--- src/rtl/enhanced_sync_fifo.sv ---
// Byte FIFO with occupancy count, almost-full/almost-empty flags and overflow/underflow pulses.
// Latency: read data registered, valid 1 clock after the sampled RD_EN edge; flags valid 1 clock after the edge.
// Backpressure: writes while FULL are dropped (OVERFLOW pulse); reads while EMPTY are dropped (UNDERFLOW pulse).
//
// Ports:
//   SYSCLK, RST          clock, asynchronous active-high reset
//   WR_EN, FIFO_IN       write strobe and data, one transaction per rising edge with WR_EN high
//   RD_EN                read strobe, one transaction per rising edge with RD_EN high
//   FIFO_OUT, RD_VALID   registered read data (holds last value) and its 1-cycle update pulse
//   FULL, EMPTY          count == DEPTH / count == 0
//   ALMOST_FULL          count >= AF_LEVEL
//   ALMOST_EMPTY         count <= AE_LEVEL
//   DATA_COUNT           occupancy 0..DEPTH
//   OVERFLOW, UNDERFLOW  1-cycle pulses for rejected write / rejected read
module enhanced_sync_fifo #(
  parameter int DATA_W   = 8,
  parameter int DEPTH    = 16,
  parameter int ADDR_W   = 4,
  parameter int AF_LEVEL = DEPTH - 2,
  parameter int AE_LEVEL = 2
) (
  input  logic              SYSCLK,
  input  logic              RST,
  input  logic              WR_EN,
  input  logic [DATA_W-1:0] FIFO_IN,
  input  logic              RD_EN,
  output logic [DATA_W-1:0] FIFO_OUT,
  output logic              RD_VALID,
  output logic              FULL,
  output logic              EMPTY,
  output logic              ALMOST_FULL,
  output logic              ALMOST_EMPTY,
  output logic [ADDR_W:0]   DATA_COUNT,
  output logic              OVERFLOW,
  output logic              UNDERFLOW
);

  localparam logic [ADDR_W:0]   DEPTH_C = (ADDR_W+1)'(DEPTH);
  localparam logic [ADDR_W:0]   AF_C    = (ADDR_W+1)'(AF_LEVEL);
  localparam logic [ADDR_W:0]   AE_C    = (ADDR_W+1)'(AE_LEVEL);
  localparam logic [ADDR_W:0]   CNT_ONE = (ADDR_W+1)'(1);
  localparam logic [ADDR_W-1:0] PTR_ONE = ADDR_W'(1);

  logic [DATA_W-1:0] mem [DEPTH];
  logic [ADDR_W-1:0] wr_ptr;
  logic [ADDR_W-1:0] rd_ptr;
  logic              wr_acc;
  logic              rd_acc;
  logic [ADDR_W:0]   next_count;

  // FULL/EMPTY are registered from the count, so they always describe the
  // occupancy seen at this edge. Using them here makes full+both reject the
  // write and empty+both reject the read (no fall-through).
  assign wr_acc = WR_EN & ~FULL;
  assign rd_acc = RD_EN & ~EMPTY;

  always_comb begin
    next_count = DATA_COUNT;
    case ({wr_acc, rd_acc})
      2'b10:   next_count = DATA_COUNT + CNT_ONE;
      2'b01:   next_count = DATA_COUNT - CNT_ONE;
      default: next_count = DATA_COUNT;
    endcase
  end

  // Storage has no reset; stale contents are unreachable once pointers clear.
  always_ff @(posedge SYSCLK) begin
    if (wr_acc) begin
      mem[wr_ptr] <= FIFO_IN;
    end
  end

  // Pointers wrap naturally at DEPTH because DEPTH is a power of two.
  always_ff @(posedge SYSCLK or posedge RST) begin
    if (RST) begin
      wr_ptr <= '0;
      rd_ptr <= '0;
    end else begin
      if (wr_acc) wr_ptr <= wr_ptr + PTR_ONE;
      if (rd_acc) rd_ptr <= rd_ptr + PTR_ONE;
    end
  end

  // Read data path and single-cycle status pulses.
  always_ff @(posedge SYSCLK or posedge RST) begin
    if (RST) begin
      FIFO_OUT  <= '0;
      RD_VALID  <= 1'b0;
      OVERFLOW  <= 1'b0;
      UNDERFLOW <= 1'b0;
    end else begin
      RD_VALID  <= rd_acc;
      OVERFLOW  <= WR_EN & FULL;
      UNDERFLOW <= RD_EN & EMPTY;
      if (rd_acc) begin
        FIFO_OUT <= mem[rd_ptr];
      end
    end
  end

  // Occupancy and flags, all derived from the post-edge count.
  always_ff @(posedge SYSCLK or posedge RST) begin
    if (RST) begin
      DATA_COUNT   <= '0;
      FULL         <= 1'b0;
      EMPTY        <= 1'b1;
      ALMOST_FULL  <= 1'b0;
      ALMOST_EMPTY <= 1'b1;
    end else begin
      DATA_COUNT   <= next_count;
      FULL         <= (next_count == DEPTH_C);
      EMPTY        <= (next_count == '0);
      ALMOST_FULL  <= (next_count >= AF_C);
      ALMOST_EMPTY <= (next_count <= AE_C);
    end
  end

endmodule
--- config.mk ---
export PLATFORM = sky130hd
export DESIGN_NAME = enhanced_sync_fifo
export DESIGN_NICKNAME = d
export VERILOG_FILES = /design/src/rtl/enhanced_sync_fifo.sv
export SDC_FILE = /design/constraint.sdc
export NUM_CORES = 1
export LEC_CHECK = 0
export BUFFER_PORTS_ARGS = -buffer_cell sky130_fd_sc_hd__buf_2
export CELL_PAD_IN_SITES_DETAIL_PLACEMENT = 1
export CELL_PAD_IN_SITES_GLOBAL_PLACEMENT = 2
export CORE_MARGIN = 4
export CORE_UTILIZATION = 35
export CTS_BUF_LIST = sky130_fd_sc_hd__clkbuf_4 sky130_fd_sc_hd__clkbuf_8 sky130_fd_sc_hd__clkbuf_16
export DETAILED_ROUTE_END_ITERATION = 10
export MAX_ROUTING_LAYER = met4
export PLACE_DENSITY_LB_ADDON = 0.1
export SYNTH_ARGS = -nofsm -noshare
export SYNTH_HDL_FRONTEND = slang
export SYNTH_SLANG_ARGS = --single-unit
--- constraint.sdc ---
create_clock -name SYSCLK -period 2.7 [get_ports SYSCLK]
set_input_delay 0.135 -clock SYSCLK [delete_from_list [all_inputs] [get_ports SYSCLK]]
set_output_delay 0.135 -clock SYSCLK [all_outputs]
set_load 0.03 [all_outputs]
==> results.md <==
Worst setup path:
- The beginning of the critical path is EMPTY.
- The worst register-to-register path has a setup slack of around 0.33 ns.
- The worst setup path endpoint is ALMOST_EMPTY.
- In this run the worst path has a maximum fanout of 6.
- The signal on the critical path passes through nand2b_4 > inv_2 > nand2_1 > xnor2_1 > ha_1 > a21o_1 > and3_4 > nor3_1 > xor2_1 > a2111oi_2.
- STA classifies the critical path startpoint as a register.
- The reg-to-reg critical path endpoint is ALMOST_EMPTY.
- The number of cells on the worst reg-to-reg path is 10.
- The startpoint identified for the worst register-to-register timing path is EMPTY.
- Counting both buffers and inverters, the worst setup path holds a total of 1.
- The setup path with the least slack is of type register to register.
- Grouping stages by cell kind, the critical path spends the most delay in simple AND/OR/NAND/NOR gates.
- STA classifies the critical path endpoint as a register.
- The required time at the endpoint of the critical path is roughly 3.0 ns.
- STA puts the critical path data arrival time at 2.68 ns.
- The cell count along the critical path is 10.
- The cell type of the slowest stage on the worst timing path is sky130_fd_sc_hd__dfstp_2.
- The stage delay of the slowest cell on the critical path is 0.53 ns.

Detailed routing:
- The violation count after the first detailed-routing iteration is 290.
- The number of remaining DRC errors is 0.
- Using the TritonRoute via totals, the vias-per-cell ratio works out to 5.12.
- The count of TritonRoute iterations in the first routing pass is 4.
- Detailed routing inserted a total of around 3200 vias.
- The total wire length after detailed routing is 14300 microns.
- The detail route stage leaves a number of antenna-violating nets equal to 0.
- Dividing the detail-routed wire length by the instance count gives 22.8 microns.

Timing:
- The worst-case setup margin in the final layout is 0.333 ns.
- After layout, the worst path uses 87.7% of the clock period.
- For the finished layout, the period the worst path requires is between 2 and 2.5 ns.
- The actual slew at the worst max-slew pin is 0.702 ns.
- Setup repair after global routing left no endpoint under its margin.
- The worst setup skew after layout is 0.00815 ns.
- Across all hold checks on the routed design, the worst slack comes to 0.0963 ns.
- The max-slew violation count came to 0.
- Setup violations remaining at the end of the flow were counted as 0.
- The total negative slack for setup checks is 0 ns.
- The maximum achievable frequency is 422 MHz.
- The final number of hold-violating endpoints is 0.
- In this run the tightest slew margin relative to its limit is 53.2%.

Placed design:
- The wire-length estimate of the detail-placed layout is 9080 microns.
- The congestion estimate from routability-driven global placement came to roughly 0.73.
- Buffers placed on the I/O ports in this run total 31.
- OpenSTA, run right after detailed placement, puts the worst setup slack at 0.340 ns.

Global route:
- The wire length of the first global-routing pass is 21800 microns.
- The via count of the first global-routing pass is 3559.
- Across every metal layer, demand over resource in global routing totals 15.5%.
- The overflow left after global routing is 0.
- The maximum number of pins on one net before global-route repair is 36.
- The initial antenna violation count was 1.

Synthesis:
- Of all flip-flops after synthesis, the portion carrying an async set or reset was between 10% and 20%.
- The proportion of synthesized chip area in sequential cells is just over 70%.
- The most used flip-flop cell after synthesis is sky130_fd_sc_hd__edfxtp_1.
- The biggest area contributor in the post-synthesis netlist is sky130_fd_sc_hd__edfxtp_1.
- Synthesis handed over a netlist of roughly 340 instances.
- In this run, synthesis inferred 128 flip-flops with an integrated enable.
- In this run the mean area of a mapped cell was 18.7 sq um.
- The Yosys warning count is 0.
- When the netlist entered floorplanning its net count stood at 362.
- Of the post-synthesis cell area, the dominant cell type holds between 60% and 70%.
- Ranked by total cell area, the synthesized netlist is headed by sky130_fd_sc_hd__edfxtp_1 (60%), sky130_fd_sc_hd__mux4_2 (11%), sky130_fd_sc_hd__dfrtp_1 (10%).
- The synthesized netlist occupies a cell area of 6380 sq um.
- The count of state elements after synthesis is 156.
- Synthesis instantiated 48 different standard cells from the library.

Power and ir drop:
- The total power after layout is 8.27 mW.
- For this design the static power due to leakage is ~2.6 nW.
- The largest vdd supply drop is roughly 0.00053 V.
- Dividing total power by cell area gives a power density of roughly 1100 nW/um^2.

Clocking:
- Clock-pin slew was measured on the worst setup and hold paths at 0.06 ns.
- The number of gates resized after CTS was 0.
- Counting the buffers created by CTS gives 17.
- The H-tree generated during clock tree synthesis spans 4 levels.
- The number of buffers on the longest clock path is 2.
- Clock latency on the worst-skew pair, taken at its later pin, is 0.42 ns.
- After clock tree synthesis, the setup repair step added 0 buffers.
- TritonCTS built the clock tree.
- For this design, the sink count on the clock tree is 156.
- The buffer type at the clock tree root is sky130_fd_sc_hd__clkbuf_16.

Floorplanning:
- For this configuration, the core starts out at a cell density of 35.5%.
- After floorplanning, the core was divided into 49 placement rows.
- In this run the vertical extent of the chip is ~140 microns.
- The die boundary width is 143 microns.
- During I/O placement, the number of pins put on the boundary was 32.
- The core region is 18000 sq um.
- The overall die area is 20500 sq um.

Cells and area:
- After the last flow step, the layout net total stands at between 400 and 500.
- The layout overhead on the synthesized area is 15.9%.
- The share of cells above drive strength 1 is a little under a third.

Run status:
- The flow ran to the end, and the final reports show no timing, DRC or antenna violations.

Job:
- The reported max-cap violation count is 0.

Min path:
- The type of the tightest min-delay check is primary input to register.
-- where the power goes --
part	internal, mW	total [mW]	switching (mW)
Sequential	3.01	3.32	0.310
Combinational	1.14	2.60	1.46
Clock	1.44	2.35	0.911
Total	5.59	8.27	2.68
-- timing repair --
item                                    CTS  global route
endpoints found under the hold margin    28             0
hold buffers                              3             0
endpoints found under the setup margin    0             0
-- cell families (layout without fill, tap and decap cells) --
family / Yosys count / in the layout / synth area share [%]
flip-flops: 156 / 156 / 71.2
AND/OR/NAND/NOR: 66 / 66 / 5.98
multiplexers: 49 / 49 / 14.1
AO/OA/AOI/OAI: 27 / 27 / 3.31
buffers and inverters: 26 / 81 / 2.33
XOR/XNOR: 10 / 10 / 1.49
adder cells (fa/ha/maj): 8 / 8 / 1.57
other: 0 / 1 / 0
-- stage by stage --
| step | std cells | util [%] | instance area [sq um] |
|---|---|---|---|
| CTS | 626 | 41.2 | 7400 |
| global placement | 591 | 37.8 | 6790 |
| floorplan | 342 | - | 6380 |
| global route | 627 | 41.2 | 7400 |
| finish | 627 | 41.2 | 7400 |
| detailed placement | 591 | 37.8 | 6790 |
-- placed cells by master, fill, tap and decap left out, types with 2 or more instances in the layout --
| cell type | count |
|---|---|
| sky130_fd_sc_hd__edfxtp_1 | 128 |
| sky130_fd_sc_hd__mux4_2 | 32 |
| sky130_fd_sc_hd__buf_2 | 31 |
| sky130_fd_sc_hd__dfrtp_1 | 25 |
| sky130_fd_sc_hd__and2_1 | 17 |
| sky130_fd_sc_hd__clkbuf_16 | 17 |
| sky130_fd_sc_hd__nand2_1 | 16 |
| sky130_fd_sc_hd__mux2i_1 | 11 |
| sky130_fd_sc_hd__nor3_1 | 9 |
| sky130_fd_sc_hd__xnor2_1 | 8 |
| sky130_fd_sc_hd__ha_1 | 8 |
| sky130_fd_sc_hd__a21oi_1 | 7 |
| sky130_fd_sc_hd__mux2_2 | 6 |
| sky130_fd_sc_hd__nand3_1 | 6 |
| sky130_fd_sc_hd__buf_4 | 6 |
| sky130_fd_sc_hd__inv_1 | 5 |
| sky130_fd_sc_hd__o21ai_0 | 5 |
| sky130_fd_sc_hd__o311ai_1 | 5 |
| sky130_fd_sc_hd__clkinv_2 | 5 |
| sky130_fd_sc_hd__clkbuf_4 | 4 |
| sky130_fd_sc_hd__nor2_1 | 3 |
| sky130_fd_sc_hd__dlygate4sd3_1 | 3 |
| sky130_fd_sc_hd__dfstp_2 | 2 |
| sky130_fd_sc_hd__inv_2 | 2 |
| sky130_fd_sc_hd__nor3b_1 | 2 |
| sky130_fd_sc_hd__nor4b_1 | 2 |
| sky130_fd_sc_hd__nand4_1 | 2 |
| sky130_fd_sc_hd__bufinv_16 | 2 |
| sky130_fd_sc_hd__clkbuf_8 | 2 |
| sky130_fd_sc_hd__buf_12 | 2 |
-- metal layers --
metal | vias up | global-route usage [%] | wire length (microns)
met3 | 15 | 3.85 | 379
met2 | 43 | 24.8 | 7310
met1 | 1713 | 19.6 | 6420
met5 | - | - | 0
li1 | 1438 | - | -
met4 | 0 | 4.50 | 195
-- Yosys cell counts (3+ instances only) --
cell,n
sky130_fd_sc_hd__mux4_2,32
sky130_fd_sc_hd__ha_1,8
sky130_fd_sc_hd__o311ai_1,5
sky130_fd_sc_hd__nor3_1,9
sky130_fd_sc_hd__clkbuf_1,7
sky130_fd_sc_hd__buf_2,3
sky130_fd_sc_hd__dfrtp_1,26
sky130_fd_sc_hd__mux2i_1,11
sky130_fd_sc_hd__a21oi_1,7
sky130_fd_sc_hd__nor2_1,3
sky130_fd_sc_hd__nand3_1,6
sky130_fd_sc_hd__edfxtp_1,128
sky130_fd_sc_hd__and2_1,17
sky130_fd_sc_hd__nand2_1,16
sky130_fd_sc_hd__xnor2_1,8
sky130_fd_sc_hd__mux2_2,6
sky130_fd_sc_hd__inv_1,5
sky130_fd_sc_hd__buf_6,4
sky130_fd_sc_hd__o21ai_0,5
-- worst min path at each step --
stage	from	to	slack, ns	depth (start not counted)
3_3_place_gp	RST	FIFO_OUT[2]	0.25	3
5_1_grt	FIFO_IN[7]	mem[15][7]	0.09	1
2_1_floorplan	RST	ALMOST_FULL	0.20	1
4_1_cts	FIFO_IN[7]	mem[15][7]	0.08	1
3_5_place_dp	RST	FIFO_OUT[2]	0.26	3
6_report	FIFO_IN[7]	mem[15][7]	0.1	1
-- flip-flops by register name (all words and copies together), names as in the netlist, 4 cells and up --
register	cells
DATA_COUNT	5
FIFO_OUT	8
mem	128
rd_ptr	4
wr_ptr	4
-- worst reg2reg max path, cell delays in order (launching register included) --
cell,delay (ns)
sky130_fd_sc_hd__dfstp_2,0.53
sky130_fd_sc_hd__nand2b_4,0.15
sky130_fd_sc_hd__inv_2,0.04
sky130_fd_sc_hd__nand2_1,0.12
sky130_fd_sc_hd__xnor2_1,0.09
sky130_fd_sc_hd__ha_1,0.21
sky130_fd_sc_hd__a21o_1,0.18
sky130_fd_sc_hd__and3_4,0.19
sky130_fd_sc_hd__nor3_1,0.27
sky130_fd_sc_hd__xor2_1,0.17
sky130_fd_sc_hd__a2111oi_2,0.30
-- layout make-up --
cell class | count | area (sq um)
Sequential cell | 156 | 4550
Multi-Input combinational cell | 160 | 1690
Clock buffer | 23 | 483
Inverter | 7 | 26.3
Clock inverter | 9 | 96.3
Fill cell | 1745 | 10600
Antenna cell | 1 | 2.50
Tap cell | 229 | 287
Timing Repair Buffer | 42 | 270
No activity file was read; power rests on OpenSTA's default activity.
